[config.mk]
export PLATFORM = sky130hd
export DESIGN_NAME = dmem_arbiter
export DESIGN_NICKNAME = d
export VERILOG_FILES = /design/src/rtl/dmem_arbiter.sv
export SDC_FILE = /design/constraint.sdc
export NUM_CORES = 1
export LEC_CHECK = 0
export BUFFER_PORTS_ARGS = -buffer_cell sky130_fd_sc_hd__buf_2
export CORE_MARGIN = 5
export CORE_UTILIZATION = 38
export CTS_CLUSTER_DIAMETER = 200
export DETAILED_ROUTE_END_ITERATION = 12
export GPL_TIMING_DRIVEN = 0
export PLACE_DENSITY_LB_ADDON = 0.2
export SYNTH_ARGS = -nofsm -noshare
export SYNTH_HDL_FRONTEND = slang
export SYNTH_SLANG_ARGS = --single-unit
[constraint.sdc]
create_clock -name clk -period 2.7 [get_ports clk]
set_input_delay 0.135 -clock clk [delete_from_list [all_inputs] [get_ports clk]]
set_output_delay 0.135 -clock clk [all_outputs]
set_load 0.02 [all_outputs]
[src/rtl/dmem_arbiter.sv]
`timescale 1ns/1ps
// -----------------------------------------------------------------------------
// dmem_arbiter
//
// Shares the single data-memory port (16-bit address, 8-bit data) between the
// CPU load/store path and the DMA engine. One master owns the port at a time.
// The owner keeps the port while it keeps requesting. If the other master is
// also requesting, the owner loses the port after MAX_BURST granted accesses,
// so neither master can starve the other.
//
// Grants are combinational from the current owner and its request. Read data
// returns one cycle after a granted read. That read is tagged with a
// registered per-master rvalid.
//
// Ports
//   clk, rst                     clock; asynchronous active-low reset
//   cpu_req/we/addr/wdata        CPU access request (held until cpu_gnt)
//   cpu_gnt, cpu_rvalid          CPU access performed / CPU read data on rdata
//   dma_req/we/addr/wdata        DMA access request (held until dma_gnt)
//   dma_gnt, dma_rvalid          DMA access performed / DMA read data on rdata
//   mem_addr, mem_din, mem_we    data-memory port (zero while idle)
//   mem_dout                     memory read data, one cycle after address
//   rdata                        shared read return (pass-through of mem_dout)
//   owner                        debug: 0 idle, 1 CPU, 2 DMA
// -----------------------------------------------------------------------------
module dmem_arbiter #(
    parameter int unsigned MAX_BURST = 4
) (
    input  logic        clk,
    input  logic        rst,
    input  logic        cpu_req,
    input  logic        cpu_we,
    input  logic [15:0] cpu_addr,
    input  logic [7:0]  cpu_wdata,
    output logic        cpu_gnt,
    output logic        cpu_rvalid,
    input  logic        dma_req,
    input  logic        dma_we,
    input  logic [15:0] dma_addr,
    input  logic [7:0]  dma_wdata,
    output logic        dma_gnt,
    output logic        dma_rvalid,
    output logic [15:0] mem_addr,
    output logic [7:0]  mem_din,
    output logic        mem_we,
    input  logic [7:0]  mem_dout,
    output logic [7:0]  rdata,
    output logic [1:0]  owner
);

    localparam int unsigned         CNT_W   = $clog2(MAX_BURST + 1);
    localparam logic [CNT_W-1:0]    CNT_MAX = CNT_W'(MAX_BURST);

    // The encoding doubles as the debug owner code.
    typedef enum logic [1:0] {
        ST_IDLE = 2'd0,
        ST_CPU  = 2'd1,
        ST_DMA  = 2'd2
    } state_e;

    state_e            state_q, state_d;
    logic [CNT_W-1:0]  burst_cnt_q, burst_cnt_d;
    logic              cpu_rvalid_q, dma_rvalid_q;

    // Owner-relative view of the two masters (X owns the port, Y waits).
    logic              x_req, y_req;
    state_e            y_state;
    logic [CNT_W-1:0]  cnt_inc;
    logic              burst_done;

    // -------------------------------------------------------------------------
    // Grants and memory-port mux. These are combinational, so an asynchronous
    // reset clears the grants and the port in the same cycle.
    // -------------------------------------------------------------------------
    // NOTE: every signal written in an always_comb gets a default before the
    // case; a path that leaves one unassigned would infer a latch.
    always_comb begin
        cpu_gnt  = 1'b0;
        dma_gnt  = 1'b0;
        mem_addr = '0;
        mem_din  = '0;
        mem_we   = 1'b0;
        case (state_q)
            ST_CPU: begin
                cpu_gnt  = cpu_req;
                mem_addr = cpu_addr;
                mem_din  = cpu_wdata;
                mem_we   = cpu_we & cpu_req;
            end
            ST_DMA: begin
                dma_gnt  = dma_req;
                mem_addr = dma_addr;
                mem_din  = dma_wdata;
                mem_we   = dma_we & dma_req;
            end
            default: ;
        endcase
    end

    assign rdata      = mem_dout;
    assign owner      = state_q;
    assign cpu_rvalid = cpu_rvalid_q;
    assign dma_rvalid = dma_rvalid_q;

    // -------------------------------------------------------------------------
    // Next-state logic
    // -------------------------------------------------------------------------
    always_comb begin
        x_req       = 1'b0;
        y_req       = 1'b0;
        y_state     = ST_IDLE;
        state_d     = state_q;
        burst_cnt_d = burst_cnt_q;

        case (state_q)
            ST_CPU: begin
                x_req   = cpu_req;
                y_req   = dma_req;
                y_state = ST_DMA;
            end
            ST_DMA: begin
                x_req   = dma_req;
                y_req   = cpu_req;
                y_state = ST_CPU;
            end
            default: ;
        endcase

        // In an owner state, x_req is exactly the owner's grant for this cycle.
        // The counter saturates, so an uncontested owner that has run past
        // MAX_BURST hands over right after its next access.
        cnt_inc    = (x_req && (burst_cnt_q != CNT_MAX)) ? burst_cnt_q + CNT_W'(1)
                                                         : burst_cnt_q;
        burst_done = (cnt_inc == CNT_MAX);

        case (state_q)
            ST_IDLE: begin
                burst_cnt_d = '0;
                if (cpu_req) begin
                    state_d = ST_CPU;          // CPU wins simultaneous requests
                end else if (dma_req) begin
                    state_d = ST_DMA;
                end
            end
            ST_CPU, ST_DMA: begin
                if (y_req && (burst_done || !x_req)) begin
                    state_d     = y_state;     // hand over with no dead cycle
                    burst_cnt_d = '0;
                end else if (!x_req) begin
                    state_d     = ST_IDLE;
                    burst_cnt_d = '0;
                end else begin
                    burst_cnt_d = cnt_inc;
                end
            end
            default: begin
                state_d     = ST_IDLE;
                burst_cnt_d = '0;
            end
        endcase
    end

    // -------------------------------------------------------------------------
    // State registers. rvalid follows the master that performed the read.
    // It is therefore still delivered correctly after an ownership switch.
    // -------------------------------------------------------------------------
    // NOTE: sequential state uses non-blocking assignments so every register
    // samples pre-edge values regardless of process evaluation order.
    always_ff @(posedge clk or negedge rst) begin
        if (!rst) begin
            state_q      <= ST_IDLE;
            burst_cnt_q  <= '0;
            cpu_rvalid_q <= 1'b0;
            dma_rvalid_q <= 1'b0;
        end else begin
            state_q      <= state_d;
            burst_cnt_q  <= burst_cnt_d;
            cpu_rvalid_q <= cpu_gnt & ~cpu_we;
            dma_rvalid_q <= dma_gnt & ~dma_we;
        end
    end

endmodule

* Word level (Yosys, flattened, before mapping)
Cells that the tools add are included.
** Cells by class
- $add $sub $neg :: 1
- Bitwise logic cells :: 6
- Multiplexer cells :: 17
- Eq/ne operators :: 6
- Reductions and logical operators :: 7
** Operator list (count)
- $pmux 16 s2 :: 1
- $pmux 8 s2 :: 1
- $mux 3 :: 4
- $ne 3x3->1 const B :: 3
- $mux 2 :: 4
- $pmux 2 s2 :: 2
- $pmux 1 s2 :: 3
- $and 1x1->1 :: 4
- $add 3x1->3 const B :: 1
- $eq 3x3->1 const B :: 1
- $eq 2x1->1 const B :: 1
- $eq 2x2->1 const B :: 1
- $logic_and 1x1->1 :: 2
- $logic_not 2->1 :: 1
- $mux 1 :: 2
- $not 1->1 :: 2
- $reduce_and 2->1 :: 1
- $reduce_or 2->1 :: 1
- $logic_not 1->1 :: 1
- $logic_or 1x1->1 :: 1
** Word-level totals
- Flip-flop bits (word level) :: 7
- Output and inout bits :: 39
- Input port bits :: 62

* Logic depth before layout (Yosys ltp)
Gate-level depths: netlist of run 1.
- Word-level depth :: 9
- Depth in mapped cells :: 8

* Least setup slack after synthesis of run 1
No wires, ideal clock.
- Path type :: flip-flop to flip-flop
- Start :: register state_q[0] (netlist: owner[0])
- End :: register state_q[1] (netlist: owner[1])
- Arrival :: 1.851 ns
- Library setup time :: 0.079 ns
- Slack :: 0.769 ns
- Cell stages (with the launch flop) :: 8
- Period minus slack after synthesis :: 1.931 ns
- Data required time :: 2.621 ns
- Cells stage by stage :: dfrtp_1 inv_1 ha_1 inv_2 buf_6 or4_1 o32a_1 mux2i_1
** Between the ends
- Word-level cells in the longest chain between the ends :: 9
- Elaborated cells between the ends (all ways) :: 18
** Ends and longest elaborated chain
- from (decl) :: RTL line 61 : state_e state_q, state_d;
- from (signal assigned) :: RTL line 176 : state_q <= state_d;
- $eq 2x2->1 or $eq 2x1->1 (tied branches) :: RTL line 115, 136
- $pmux 1 s2 :: RTL line 115 : case (state_q)
- $logic_and 1x1->1 :: RTL line 132 : cnt_inc = (x_req && (burst_cnt_q != CNT_MAX)) ? burst_cnt_q + CNT_W'(1)
- $mux 3 :: RTL line 132
- $eq 3x3->1 :: RTL line 134 : burst_done = (cnt_inc == CNT_MAX);
- $logic_or 1x1->1 :: RTL line 146 : if (y_req && (burst_done || !x_req)) begin
- $logic_and 1x1->1 :: RTL line 146
- $mux 2 or $ne 3x3->1 (tied branches)
- $pmux 2 s2 or $reduce_and 2->1 (tied branches)
Several ways; a longest one is shown, not always the timed one.
A chain may end at the register's enable or synchronous reset.

* Worst setup path in the final report of run 1
- Start :: register state_q[1] (netlist: owner[1])
- End :: output port mem_din[4]
** Between the ends
- Word-level cells in the longest chain between the ends :: 2
- Elaborated cells between the ends (all ways) :: 3
** Ends and longest elaborated chain
- $eq 2x2->1 or $eq 2x1->1 (tied branches) :: RTL line 83 : case (state_q)
- $pmux 8 s2 * :: RTL line 83
- to (decl) :: RTL line 44 : output logic [7:0] mem_din,
Mark *: on every way between the ends. The rest lies on a longest branch, timed or not.

==> flow_metrics.tcl, run 1 <==
set metrics [dict create \
    status "finished clean" \
    place_ws_ps 686 \
    p_leak_nw 0.836 \
    period_needed_ps 2270 \
    final_cells 262 \
    ys_top_cells_by_area "a22oi_1, dfrtp_1, nor2_1, ha_1, buf_4" \
    clock_latency_ps 250 \
    slew_headroom_pct 72.6 \
    grt.overflow.total 0 \
    power_switching_uw 682 \
    synth_top_family_by_area "compound AO/OA/AOI/OAI gates" \
    synthSimpleGateAreaFrac_pct 21.8 \
    critPathBufInv 4 \
    grt_pass1_vias 1060 \
    yosys_warnings 0 \
    synth_mux_area_share_pct 4.16 \
    synth_top_area_share_pct 19.5 \
    cts-root-buf "clkbuf_4" \
    setup_viol 0 \
    via_per_inst 5.02 \
    die-area_um2 3640 \
    io_pins 101 \
    ys_seq_area_share_pct 18.2 \
    crit_required_ps 2570 \
    crit_type "flop to output port" \
    clk_pin_slew_ps 50 \
    vias 1314 \
    core_um2 2450 \
    endpoint_kind "output port" \
    cts-hold-fix-buffers 1 \
    initial_core_util_pct 39.2 \
    syn_area_um2 963 \
    p_per_area_nw_per_um2 824 \
    cts-htree-levels 1 \
    hold_path.class "input pin to flop" \
    synth_fa_ha_area_share_pct 7.79 \
    ant_nets 0 \
    ctsLongestPathBuffers 2 \
    syn-mean-instance-area_um2 7.03 \
    dr.pass1.iters 4 \
    synthCells 137 \
    fin_skew_ps 4.09 \
    ys_ff_latch 7 \
    clkPwrFrac_pct 7.4 \
    whs_ps 47.9 \
    num_antenna_cells 0 \
    wl_per_cell_um 12.8 \
    die_height_um 60.4 \
    maxCapViolCount 0 \
    peakVddDrop_v 0.000558 \
    cts_buffers 3 \
    grt_max_degree 11 \
    path_cells "inv_1, ha_1, clkbuf_1, buf_1, a22oi_1, nor2_1, buf_2" \
    arrival_ps 2140 \
    power.share.sequential_pct 11.9 \
    fill_cells 235 \
    p_int_uw 544 \
    swShare_pct 55.6 \
    drt-total-wl_mm 3.36 \
    post-route-period-util_pct 84.1 \
    place_hpwl_mm 2.83 \
    critical_path_peak_fanout 10 \
    tns_ps 0 \
    postCtsSetupBuffers 0 \
    yosys.area.top_type "a22oi_1" \
    final_area_um2 1490 \
    placementRows 18 \
    placed_cell_area_um2 1450 \
    drc_errors 0 \
    crit_family "buffers and inverters" \
    syn_nets 205 \
    cts_tree "yes" \
    comb_power_share_pct 80.8 \
    antenna_found_initial 0 \
    cts_resized 0 \
    dp.cells 257 \
    synth_xor_area_share_pct 0.909 \
    die_x_um 60.4 \
    fmax_mhz 440 \
    drtIter0Drc 79 \
    fin_nets 301 \
    drive_gt1_share_pct 45.7 \
    hold_viol_final 0 \
    slowest_delay_ps 400 \
    rsz0062_at_grt "false" \
    place_congestion 0.859 \
    port-buffer-count 90 \
    area_growth_pct 54.4 \
    worst_slew_pin_slew_ps 410 \
    clock-sinks 7 \
    cp-start-kind "flop" \
    drv_slew 0 \
    fin_ws_ps 429 \
    synth_cell_types 30 \
    synth_compound_area_share_pct 31.9 \
    track_usage_pct 16.4 \
    grt_pass1_wl_mm 4.73 \
    cp_slowest_cell "dfrtp_1" \
]
-- flip-flops by register name, summed over array words and instances, names as in the netlist --
name / cells
burst_cnt_q: 3
cpu_rvalid: 1
dma_rvalid: 1
owner: 2
-- worst paths after layout --
check | slack, ps | to | depth (start not counted) | start
worst max-delay path | 430 | mem_din[4] | 7 | owner[1]$_DFFE_PN0P_
worst min-delay path | 50 | cpu_rvalid$_DFF_PN0_ | 2 | cpu_we
worst max register to register | 740 | owner[1]$_DFFE_PN0P_ | 7 | owner[0]$_DFFE_PN0P_
worst min register to register | 600 | burst_cnt_q[1]$_DFF_PN0_ | 2 | burst_cnt_q[1]$_DFF_PN0_
max in group asynchronous | 2300 | owner[0]$_DFFE_PN0P_ | 2 | rst
min in group asynchronous | 250 | burst_cnt_q[2]$_DFF_PN0_ | 2 | rst
-- cell usage in the layout, fill, tap and decap left out, drive strengths merged, types with 2 or more instances in the layout --
cell    Yosys  final
o21ai       2      2
ha          6      6
nor3        2      2
nand2       9      9
a41oi       2      2
mux2i       4      4
a22oi      25     25
buf        16    106
a22o        3      3
clkbuf      3      7
nor2       31     31
nor2b       3      3
dfrtp       7      7
a21oi       4      4
inv         9      9
-- stage by stage --
step	power, mW	util [%]
after floorplan	0.856	-
after detailed placement	1.13	59.1
after global routing	1.34	60.6
after CTS	1.23	60.6
final	1.23	60.6
after global placement	1.14	59.1
-- power by group through the flow --
stage,clock (mW),sequential (mW),combinational [mW]
finish,0.0901,0.146,0.990
CTS,0.0957,0.146,0.991
floorplan,0,0.164,0.692
global placement,0,0.148,0.988
global route,0.105,0.150,1.08
detailed placement,0,0.148,0.987
-- synthesized netlist by cell type, drive strengths merged --
| cell | number |
|---|---|
| nand3 | 1 |
| mux2i | 4 |
| a22o | 3 |
| nor3 | 2 |
| o21ai | 2 |
| inv | 9 |
| nor2b | 3 |
| o311a | 1 |
| a21oi | 4 |
| xnor2 | 1 |
| or4 | 1 |
| or3 | 1 |
| nand2b | 1 |
| o211a | 1 |
| nor2 | 31 |
| a21o | 1 |
| a22oi | 25 |
| buf | 16 |
| a41oi | 2 |
| o31a | 1 |
| o32a | 1 |
| clkbuf | 3 |
| nand2 | 9 |
| nor4 | 1 |
| ha | 6 |
| dfrtp | 7 |
-- layout make-up --
cell class | instances | area, um2 | area share (%)
Clock buffer | 4 | 26.3 | 1.77
Multi-Input combinational cell | 102 | 642 | 43.1
Sequential cell | 7 | 175 | 11.8
Buffer | 19 | 113 | 7.57
Timing Repair Buffer | 91 | 460 | 31.0
Tap cell | 30 | 37.5 | 2.52
Inverter | 9 | 33.8 | 2.27
-- cell families (layout without fill, tap and decap cells) --
group / count (synthesis) / count (layout)
flip-flops: 7 / 7
multiplexers: 4 / 4
AO/OA/AOI/OAI: 41 / 41
AND/OR/NAND/NOR: 50 / 50
adder cells (fa/ha/maj): 6 / 6
buffers and inverters: 28 / 123
XOR/XNOR: 1 / 1
-- layer usage --
| layer | up-vias | share of wire (%) | track usage [%] |
|---|---|---|---|
| li1 | 673 | - | - |
| met1 | 578 | 37 | 21.6 |
| met2 | 61 | 52 | 27.5 |
| met3 | 2 | 11 | 4.89 |
| met4 | 0 | 0.36 | 1.90 |
| met5 | - | 0 | 0 |
No activity file was read; power rests on OpenSTA's default activity.
==> inputs of run 2 (changes only) <==
--- a/config.mk
+++ b/config.mk
@@ -5,9 +5,10 @@
 export SDC_FILE = /design/constraint.sdc
 export NUM_CORES = 1
 export LEC_CHECK = 0
+export ABC_AREA = 1
 export BUFFER_PORTS_ARGS = -buffer_cell sky130_fd_sc_hd__buf_2
 export CORE_MARGIN = 5
-export CORE_UTILIZATION = 38
+export CORE_UTILIZATION = 35
 export CTS_CLUSTER_DIAMETER = 200
 export DETAILED_ROUTE_END_ITERATION = 12
 export GPL_TIMING_DRIVEN = 0
==> constraint.sdc (replaced) <==
create_clock -name clk -period 2.35 [get_ports clk]
set_input_delay 0.1175 -clock clk [delete_from_list [all_inputs] [get_ports clk]]
set_output_delay 0.1175 -clock clk [all_outputs]
set_load 0.02 [all_outputs]
==> flow_metrics.tcl, run 2 <==
set metrics [dict create \
    cts_tree "yes" \
    drtIter0Drc 26 \
    critical_path_peak_fanout 10 \
    tns_ps 0 \
    fmax_mhz 469 \
    post-route-period-util_pct 90.7 \
    setup_viol 0 \
    endpoint_kind "output port" \
    synthFlopType "dfrtp_1" \
    area_growth_pct 56.9 \
    power_switching_uw 755 \
    synth_most_common_cell "nand2_1" \
    fin_nets 326 \
    slew_headroom_pct 72.0 \
    top_register "burst_cnt_q" \
    core_um2 2520 \
    hold_end "dma_rvalid$_DFF_PN0_" \
    layout_common_cells "buf_2, nand2_1, a21oi_1" \
    grt_max_degree 11 \
    hold_path.class "input pin to flop" \
    syn_area_um2 941 \
    ant_nets 0 \
    place_hpwl_mm 2.67 \
    hold_viol_final 0 \
    track_usage_pct 15.2 \
    via_per_inst 4.34 \
    period_needed_ps 2130 \
    largest_reg_flops 3 \
    clock-sinks 7 \
    p_int_uw 528 \
    reg2reg_from "owner[1]$_DFFE_PN0P_" \
    ctsLongestPathBuffers 2 \
    die_height_um 61.9 \
    placementRows 18 \
    yosys.area.top_type "nand2_1" \
    slowest_delay_ps 410 \
    hold_depth 2 \
    min_from "dma_we" \
    cts-htree-levels 1 \
    num_antenna_cells 0 \
    grt_pass1_vias 1121 \
    fin_skew_ps 3.19 \
    critPathLaunch "owner[0]$_DFFE_PN0P_" \
    syn_nets 228 \
    grt_pass1_wl_mm 4.51 \
    drt-total-wl_mm 3.06 \
    ff2ff_path_depth 15 \
    synth-async-reset-ratio_pct 100 \
    port-buffer-count 92 \
    cp-start-kind "flop" \
    maxCapViolCount 0 \
    swShare_pct 58.8 \
    ys_seq_area_share_pct 18.6 \
    io_pins 101 \
    yosys_warnings 0 \
    cp_slowest_cell "dfrtp_1" \
    worstReg2RegEnd "owner[1]$_DFFE_PN0P_" \
    synth_edf_count 0 \
    synthCells 160 \
    crit_top_cell "inv_1" \
    final_area_um2 1480 \
    peakVddDrop_v 0.000472 \
    synth_top_area_share_pct 26.3 \
    rrSetupSlack_ps 450 \
    whs_ps 31.9 \
    cts-root-buf "clkbuf_4" \
    p_per_area_nw_per_um2 869 \
    vias 1245 \
    crit_type "flop to output port" \
    crit_required_ps 2230 \
    clk_pin_slew_ps 50 \
    place_congestion 0.776 \
    initial_core_util_pct 37.3 \
    synth_common_cells "nand2_1, a21oi_1, inv_1, buf_4, dfrtp_1" \
    worst_slew_pin_slew_ps 421 \
    p_leak_nw 0.888 \
    antenna_found_initial 0 \
    dr.pass1.iters 4 \
    drv_slew 0 \
    clock_latency_ps 250 \
    clkPwrFrac_pct 8.4 \
    rsz0062_at_grt "false" \
    drive_gt1_share_pct 45.1 \
    die-area_um2 3830 \
    syn-mean-instance-area_um2 5.88 \
    cts_buffers 3 \
    status "finished clean" \
    drc_errors 0 \
    placed_cell_area_um2 1440 \
    wl_per_cell_um 10.7 \
    power.share.sequential_pct 12.6 \
    ys_top_cells_by_area "nand2_1, dfrtp_1, a21oi_1, buf_4, ha_1" \
    ys_ff_latch 7 \
    mostFrequentLayoutCell "buf_2" \
    grt.overflow.total 0 \
    synth_cell_types 20 \
    arrival_ps 2010 \
    comb_power_share_pct 79.0 \
    path_cells "inv_1, ha_1, inv_1, clkbuf_1, a21oi_1, buf_2" \
    die_x_um 61.9 \
]
==> run 2: changes by cell type in the layout (fill, tap and decap cells not counted), sizes merged, moves of 4 or more <==
cell	before	now
a21oi	4	27
a22oi	25	0
inv	9	15
mux2i	4	0
nand2	9	71
nand3	1	5
nor2	31	7
==> run 2: worst max-delay path by stage <==
stage / slack (ps) / depth (start not counted) / endpoint
3_5_place_dp: 460 / 15 / owner[1]$_DFFE_PN0P_
3_3_place_gp: 470 / 6 / mem_addr[15]
2_1_floorplan: 480 / 15 / owner[0]$_DFFE_PN0P_
4_1_cts: 200 / 6 / mem_addr[1]
6_report: 220 / 6 / mem_addr[15]
5_1_grt: 40 / 6 / mem_din[0]
==> run 2: worst max-delay path, delay by kind of cell, from the launching register on <==
kind,cells,cell delay (ps)
buffers and inverters,4,870
adders and majority gates,1,390
DFF,1,410
AOI/OAI and AO/OA,1,80
==> run 2: power by group through the flow <==
stage          Sequential, mW  Clock (mW)  Combinational [mW]
3_3_place_gp            0.164           0                1.02
4_1_cts                 0.161       0.112                1.02
5_1_grt                 0.165       0.120                1.13
3_5_place_dp            0.162           0                1.02
2_1_floorplan           0.182           0               0.696
6_report                0.161       0.108                1.01
==> run 2: stage by stage <==
step | worst slack [ps] | power (mW) | util [%] | std cells
finish | 218 | 1.28 | 58.5 | 287
CTS | 202 | 1.30 | 58.5 | 287
global placement | 466 | 1.18 | 57.0 | 282
detailed placement | 456 | 1.18 | 57.0 | 282
floorplan | 480 | 0.878 | - | 160
global route | 35.7 | 1.41 | 58.5 | 287
==> run 2: kinds of logic after synthesis <==
| kind of cell | synth area share (%) |
|---|---|
| adders and majority gates | 7.98 |
| AOI/OAI and AO/OA | 16.2 |
| xor gates and xnor gates | 0.931 |
| and+or+nand+nor | 39.8 |
| buffers and inverters | 16.5 |
| DFF | 18.6 |
==> run 2: routing by layer <==
layer	track usage [%]	share of wire (%)	wire length, um	up-vias
met5	0	0	0	-
met4	5.45	0.62	19	0
met3	3.93	9.5	290	2
met2	24.7	51	1550	57
met1	19.4	39	1200	503
li1	-	-	-	683
==> run 2: final cells by class <==
class | count | area (um2)
Fill cell | 272 | 1050
Multi-Input combinational cell | 122 | 611
Timing Repair Buffer | 93 | 470
Sequential cell | 7 | 175
Buffer | 16 | 98.8
Inverter | 15 | 56.3
Tap cell | 30 | 37.5
Clock buffer | 3 | 22.5
Clock inverter | 1 | 5.00
==> run 2: what timing repair did <==
| action | 4_1_cts | 5_1_grt |
|---|---|---|
| endpoints found under the hold margin | 7 | 0 |
| gates resized for setup | 0 | 0 |
| buffers inserted | 0 | 0 |
| hold buffers | 1 | 0 |
